$ cat config.mk
export PLATFORM = sky130hd
export DESIGN_NAME = multicycle_ctrl
export DESIGN_NICKNAME = d
export VERILOG_FILES = /design/src/rtl/multicycle_ctrl.sv
export SDC_FILE = /design/constraint.sdc
export NUM_CORES = 1
export LEC_CHECK = 0
export CORE_MARGIN = 5
export CORE_UTILIZATION = 30
export DETAILED_ROUTE_END_ITERATION = 6
export GPL_TIMING_DRIVEN = 0
export PLACE_DENSITY = 0.71
export SLEW_MARGIN = 20
export SYNTH_ARGS = -nofsm -noshare
export SYNTH_HDL_FRONTEND = slang
export SYNTH_SLANG_ARGS = --single-unit
$ cat constraint.sdc
create_clock -name clk -period 1.8 [get_ports clk]
set_input_delay 0.54 -clock clk [delete_from_list [all_inputs] [get_ports clk]]
set_output_delay 0.54 -clock clk [all_outputs]
set_load 0.01 [all_outputs]
$ cat src/rtl/multicycle_ctrl.sv
// Multicycle CPU control FSM: fetch/decode/execute/memory/writeback
// sequencing with memory wait states and a sticky illegal-opcode trap.
module multicycle_ctrl #(
    parameter int         INSTR_W       = 32,
    parameter int         ALUOP_W       = 4,
    parameter bit         MEM_HANDSHAKE = 1'b1,
    parameter logic [3:0] ALU_ADD       = 4'b0010,
    parameter logic [3:0] ALU_SUB       = 4'b0011
) (
    input  logic               clk,
    input  logic               reset,
    input  logic [INSTR_W-1:0] instr_in,
    input  logic               mem_ready,
    input  logic               zero,
    output logic [3:0]         state,
    output logic [3:0]         next_state,
    output logic               PCWrite,
    output logic               PCWriteCond,
    output logic               IorD,
    output logic               MemRead,
    output logic               MemWrite,
    output logic               IRWrite,
    output logic               MemtoReg,
    output logic               ALUSrcA,
    output logic               RegWrite,
    output logic               RegDst,
    output logic [1:0]         PCSource,
    output logic [1:0]         ALUSrcB,
    output logic [ALUOP_W-1:0] ALUOp,
    output logic               illegal
);

    typedef enum logic [3:0] {
        S_FETCH    = 4'd0,
        S_DECODE   = 4'd1,
        S_R_EX     = 4'd2,
        S_R_WB     = 4'd3,
        S_I_EX     = 4'd4,
        S_I_WB     = 4'd5,
        S_MEM_ADDR = 4'd6,
        S_MEM_RD   = 4'd7,
        S_MEM_WB   = 4'd8,
        S_MEM_WR   = 4'd9,
        S_BR       = 4'd10,
        S_JMP      = 4'd11,
        S_TRAP     = 4'd15
    } state_t;

    localparam logic [5:0] OP_BEQ = 6'b100000;
    localparam logic [5:0] OP_BNE = 6'b100001;
    localparam logic [5:0] OP_SWI = 6'b111100;

    state_t     st_q;
    state_t     st_d;
    state_t     entry;
    logic [5:0] opcode;
    logic [5:0] op_q;
    logic       ready;
    logic [3:0] alu_op;
    logic       unused_instr_bits;

    assign opcode            = instr_in[INSTR_W-1 -: 6];
    assign unused_instr_bits = ^instr_in[INSTR_W-7:0];
    assign ready             = MEM_HANDSHAKE ? mem_ready : 1'b1;

    always_comb begin
        entry = S_TRAP;
        casez (opcode)
            6'b01????: entry = S_R_EX;
            6'b110???: entry = S_I_EX;
            6'b111001: entry = S_I_EX;
            6'b111010: entry = S_I_EX;
            6'b111011: entry = S_MEM_ADDR;
            6'b111100: entry = S_MEM_ADDR;
            6'b100000: entry = S_BR;
            6'b100001: entry = S_BR;
            6'b000001: entry = S_JMP;
            6'b000000: entry = S_FETCH;
            default:   entry = S_TRAP;
        endcase
    end

    always_ff @(posedge clk or posedge reset) begin
        if (reset) begin
            st_q <= S_FETCH;
            op_q <= '0;
        end else begin
            st_q <= st_d;
            if (st_q == S_DECODE) op_q <= opcode;
        end
    end

    always_comb begin
        st_d        = st_q;
        PCWrite     = 1'b0;
        PCWriteCond = 1'b0;
        IorD        = 1'b0;
        MemRead     = 1'b0;
        MemWrite    = 1'b0;
        IRWrite     = 1'b0;
        MemtoReg    = 1'b0;
        ALUSrcA     = 1'b0;
        RegWrite    = 1'b0;
        RegDst      = 1'b0;
        PCSource    = 2'b00;
        ALUSrcB     = 2'b00;
        alu_op      = 4'b0000;
        illegal     = 1'b0;
        case (st_q)
            // reset parks the FSM here, so this is the only state to silence
            S_FETCH: begin
                if (!reset) begin
                    MemRead = 1'b1;
                    ALUSrcB = 2'b01;
                    alu_op  = ALU_ADD;
                    IRWrite = ready;
                    PCWrite = ready;
                    if (ready) st_d = S_DECODE;
                end
            end
            S_DECODE: begin
                ALUSrcB = 2'b11;
                alu_op  = ALU_ADD;
                st_d    = entry;
            end
            S_R_EX: begin
                ALUSrcA = 1'b1;
                alu_op  = op_q[3:0];
                st_d    = S_R_WB;
            end
            S_R_WB: begin
                RegWrite = 1'b1;
                RegDst   = 1'b1;
                st_d     = S_FETCH;
            end
            S_I_EX: begin
                ALUSrcA = 1'b1;
                ALUSrcB = 2'b10;
                alu_op  = op_q[3:0];
                st_d    = S_I_WB;
            end
            S_I_WB: begin
                RegWrite = 1'b1;
                st_d     = S_FETCH;
            end
            S_MEM_ADDR: begin
                ALUSrcB = 2'b10;
                alu_op  = op_q[3:0];
                st_d    = (op_q == OP_SWI) ? S_MEM_WR : S_MEM_RD;
            end
            S_MEM_RD: begin
                IorD    = 1'b1;
                MemRead = 1'b1;
                if (ready) st_d = S_MEM_WB;
            end
            S_MEM_WB: begin
                RegWrite = 1'b1;
                MemtoReg = 1'b1;
                st_d     = S_FETCH;
            end
            S_MEM_WR: begin
                IorD     = 1'b1;
                MemWrite = 1'b1;
                if (ready) st_d = S_FETCH;
            end
            S_BR: begin
                ALUSrcA     = 1'b1;
                alu_op      = ALU_SUB;
                PCSource    = 2'b01;
                PCWriteCond = (op_q == OP_BEQ);
                PCWrite     = (op_q == OP_BNE) && !zero;
                st_d        = S_FETCH;
            end
            S_JMP: begin
                PCWrite  = 1'b1;
                PCSource = 2'b10;
                st_d     = S_FETCH;
            end
            S_TRAP: begin
                illegal = 1'b1;
                st_d    = S_TRAP;
            end
            default: st_d = S_TRAP;
        endcase
    end

    assign state      = st_q;
    assign next_state = st_d;
    assign ALUOp      = ALUOP_W'(alu_op);

endmodule

==> results.yml <==
timing:
  drv_slew: 0
  clock_skew_ns: 0.00268
  rsz0062_at_grt: "true"
  tightest_slew_ns: 0.359
  post-route-period-util_pct: 126
  fmax_ghz: 0.441
  hold_viol: 0
  slew_headroom_pct: 75.9
  setup_viol: 22
  fin_crit_ns: 2.27
  setup-tns-final_ns: -6.02
  timing.final.ws_setup_ns: -0.466
placement:
  placed_cells: 184
  postPlaceCellArea_sq_um: 1290
  numPortBuffers: 36
  gp_congestion: 0.822
  dpl.hpwl_um: 2140
yosys:
  syn_area_sq_um: 890
  syn_inst: 117
  ys.flop_type: "dfrtp_1"
  async_flop_share_pct: 100
  synth.distinct_cells: 41
  syn_nets: 153
  yosysWarningCount: 0
  synth_edf_count: 0
  yosysSeqAreaShare_pct: 28.1
  syn_area_per_cell_sq_um: 7.60
  synth_seq_cells: 10
cts:
  numCtsBuffers: 3
  clkSinkCount: 10
  cts_tree: "built"
  clkSlewWorstSetupHoldPaths_ns: 0.06
  max-clock-path-buffers: 2
  cts-root-buf: "clkbuf_4"
  clock_latency_ns: 0.27
  ctsHoldBuffers: 0
  htree_levels: 1
grt:
  grt_max_degree: 11
  grt_pass1_vias: 1244
  met1_usage_pct: 20.8
  gr-total-overflow: 0
  grt_use_met2_pct: 31.8
  grt_use_met3_pct: 3.63
  antenna_found_initial: 0
  grt_use_total_pct: 17.7
  grt-busiest-layer: "met2"
  grt_pass1_wl_um: 5870
finish:
  finalInstanceArea_sq_um: 1750
  nets: 231
  area_growth_pct: 96.6
  layoutNonFillerInstCount: 224
  antenna_cells: 0
  drive_gt1_share_pct: 58.0
status:
  run_status: "complete, but fails checks"
  violations: "negative setup slack"
setup_path:
  r2r-end: "state[2]$_DFF_PP0_"
  cp_max_fo: 4
  r2r_setup_slack_ns: 0.41
  crit_type: "flop to output port"
  start_kind: "flop"
  cp.arrival_ns: 1.73
  cp.required_ns: 1.26
  worst-r2r-cell-count: 5
  end_kind: "output port"
  r2r-start: "state[0]$_DFF_PP0_"
power_and_ir_drop:
  pwr_density_cell_nw_per_um2: 1770
  leakagePower_nw: 0.847
  ir_drop_uv: 695
  report.power.total_mw: 3.10
route:
  initialDrtViolationCount: 77
  antenna_left: 0
  wl_per_cell_um: 16.4
  drt_pass1_iterations: 4
  drc: 0
  wirelength_um: 3680
  num_vias: 1197
  viasPerCell: 5.34
floorplanning:
  dieArea_sq_um: 4150
  die_x_um: 64.5
  num_rows: 19
  io-pin-count: 63
  coreArea_sq_um: 2810
  die_h_um: 64.5
  start_util_pct: 31.7
min_path:
  hold_class: "input port to asynchronous set/reset pin"
job:
  maxCapViolCount: 0
==> timing repair <==
item / in CTS / in global routing
setup endpoints to repair: 26 / 24
pin swaps: 17 / 10
gates cloned: 1 / 0
buffers inserted: 31 / 6
resized for setup: 171 / 17
==> how the worst max path moves through the flow <==
| stage | start | to |
|---|---|---|
| after floorplan | state[0]$_DFF_PP0_ | next_state[2] |
| after global placement | reset | next_state[0] |
| after detailed placement | reset | next_state[0] |
| after CTS | state[1]$_DFF_PP0_ | next_state[0] |
| after global routing | state[1]$_DFF_PP0_ | next_state[0] |
| final | state[1]$_DFF_PP0_ | next_state[0] |
==> sequential cells by signal (all words and copies together), names as in the netlist <==
register and count:
state 4, op_q 6
==> stage by stage <==
stage                     worst slack, ns  hold WS [ns]  util, %
final                              -0.466         0.320     62.4
after global routing               -0.555         0.332     62.4
after CTS                          -0.446         0.316     58.3
after detailed placement            -1.17         0.472     46.1
after global placement              -1.13         0.468     46.1
after floorplan                   -0.0112         0.338        -
==> cell usage after synthesis, types with 3 or more instances <==
| library cell | number | share of area (%) |
|---|---|---|
| nand2_1 | 22 | 9.3 |
| nor2_1 | 14 | 5.9 |
| dfrtp_1 | 10 | 28 |
| o21ai_0 | 8 | 4.5 |
| a21oi_1 | 6 | 3.4 |
| inv_1 | 5 | 2.1 |
| nor3_1 | 5 | 2.8 |
| nand2b_1 | 4 | 2.8 |
| buf_6 | 3 | 3.8 |
| nand3_1 | 3 | 1.7 |
==> cell type report <==
class | count | area (sq um)
plain buffers | 6 | 73.8
flip-flops and latches | 10 | 253
multi-input cells | 95 | 738
well taps | 31 | 38.8
inverters | 6 | 30.0
repair buffers | 73 | 593
clock buffers | 3 | 22.5
fillers | 234 | 1060
==> metal layers <==
layer	routed length, um	vias up
met5	0	-
li1	-	565
met1	1450	580
met4	104	0
met2	1920	41
met3	208	11
==> layout by cell type, fill, tap and decap left out, drive strengths merged, types with 2 or more instances in the layout <==
master / netlist / routed
nor2: 15 / 15
o21ai: 10 / 10
dfrtp: 10 / 10
nor4: 2 / 2
o211ai: 2 / 2
clkbuf: 1 / 4
nand2b: 6 / 6
clkdlybuf4s50: 0 / 2
nand3: 4 / 4
and3: 2 / 2
inv: 6 / 4
o31ai: 2 / 2
dlygate4sd2: 0 / 4
buf: 5 / 70
nor3: 6 / 6
nand2: 22 / 22
clkinvlp: 0 / 2
a21oi: 6 / 6
nor4b: 2 / 2
==> worst max-delay path: stages (launching register included) <==
cell	delay (ns)
dfrtp_1	0.41
buf_6	0.14
nand2b_4	0.15
nor3_4	0.24
o211ai_1	0.19
o211ai_1	0.16
buf_2	0.18
==> cells by family after synthesis <==
family                 synth area share, %
flip-flops                            28.1
XOR/XNOR                              1.97
AO/OA/AOI/OAI                         20.3
buffers and inverters                 8.16
AND/OR/NAND/NOR                       40.4
multiplexers                          1.13
==> power breakdown <==
group          internal [mW]  switching, mW
sequential             0.338          0.116
combinational           1.28           1.21
clock                 0.0772         0.0742
(Power assumes the default switching activity.)
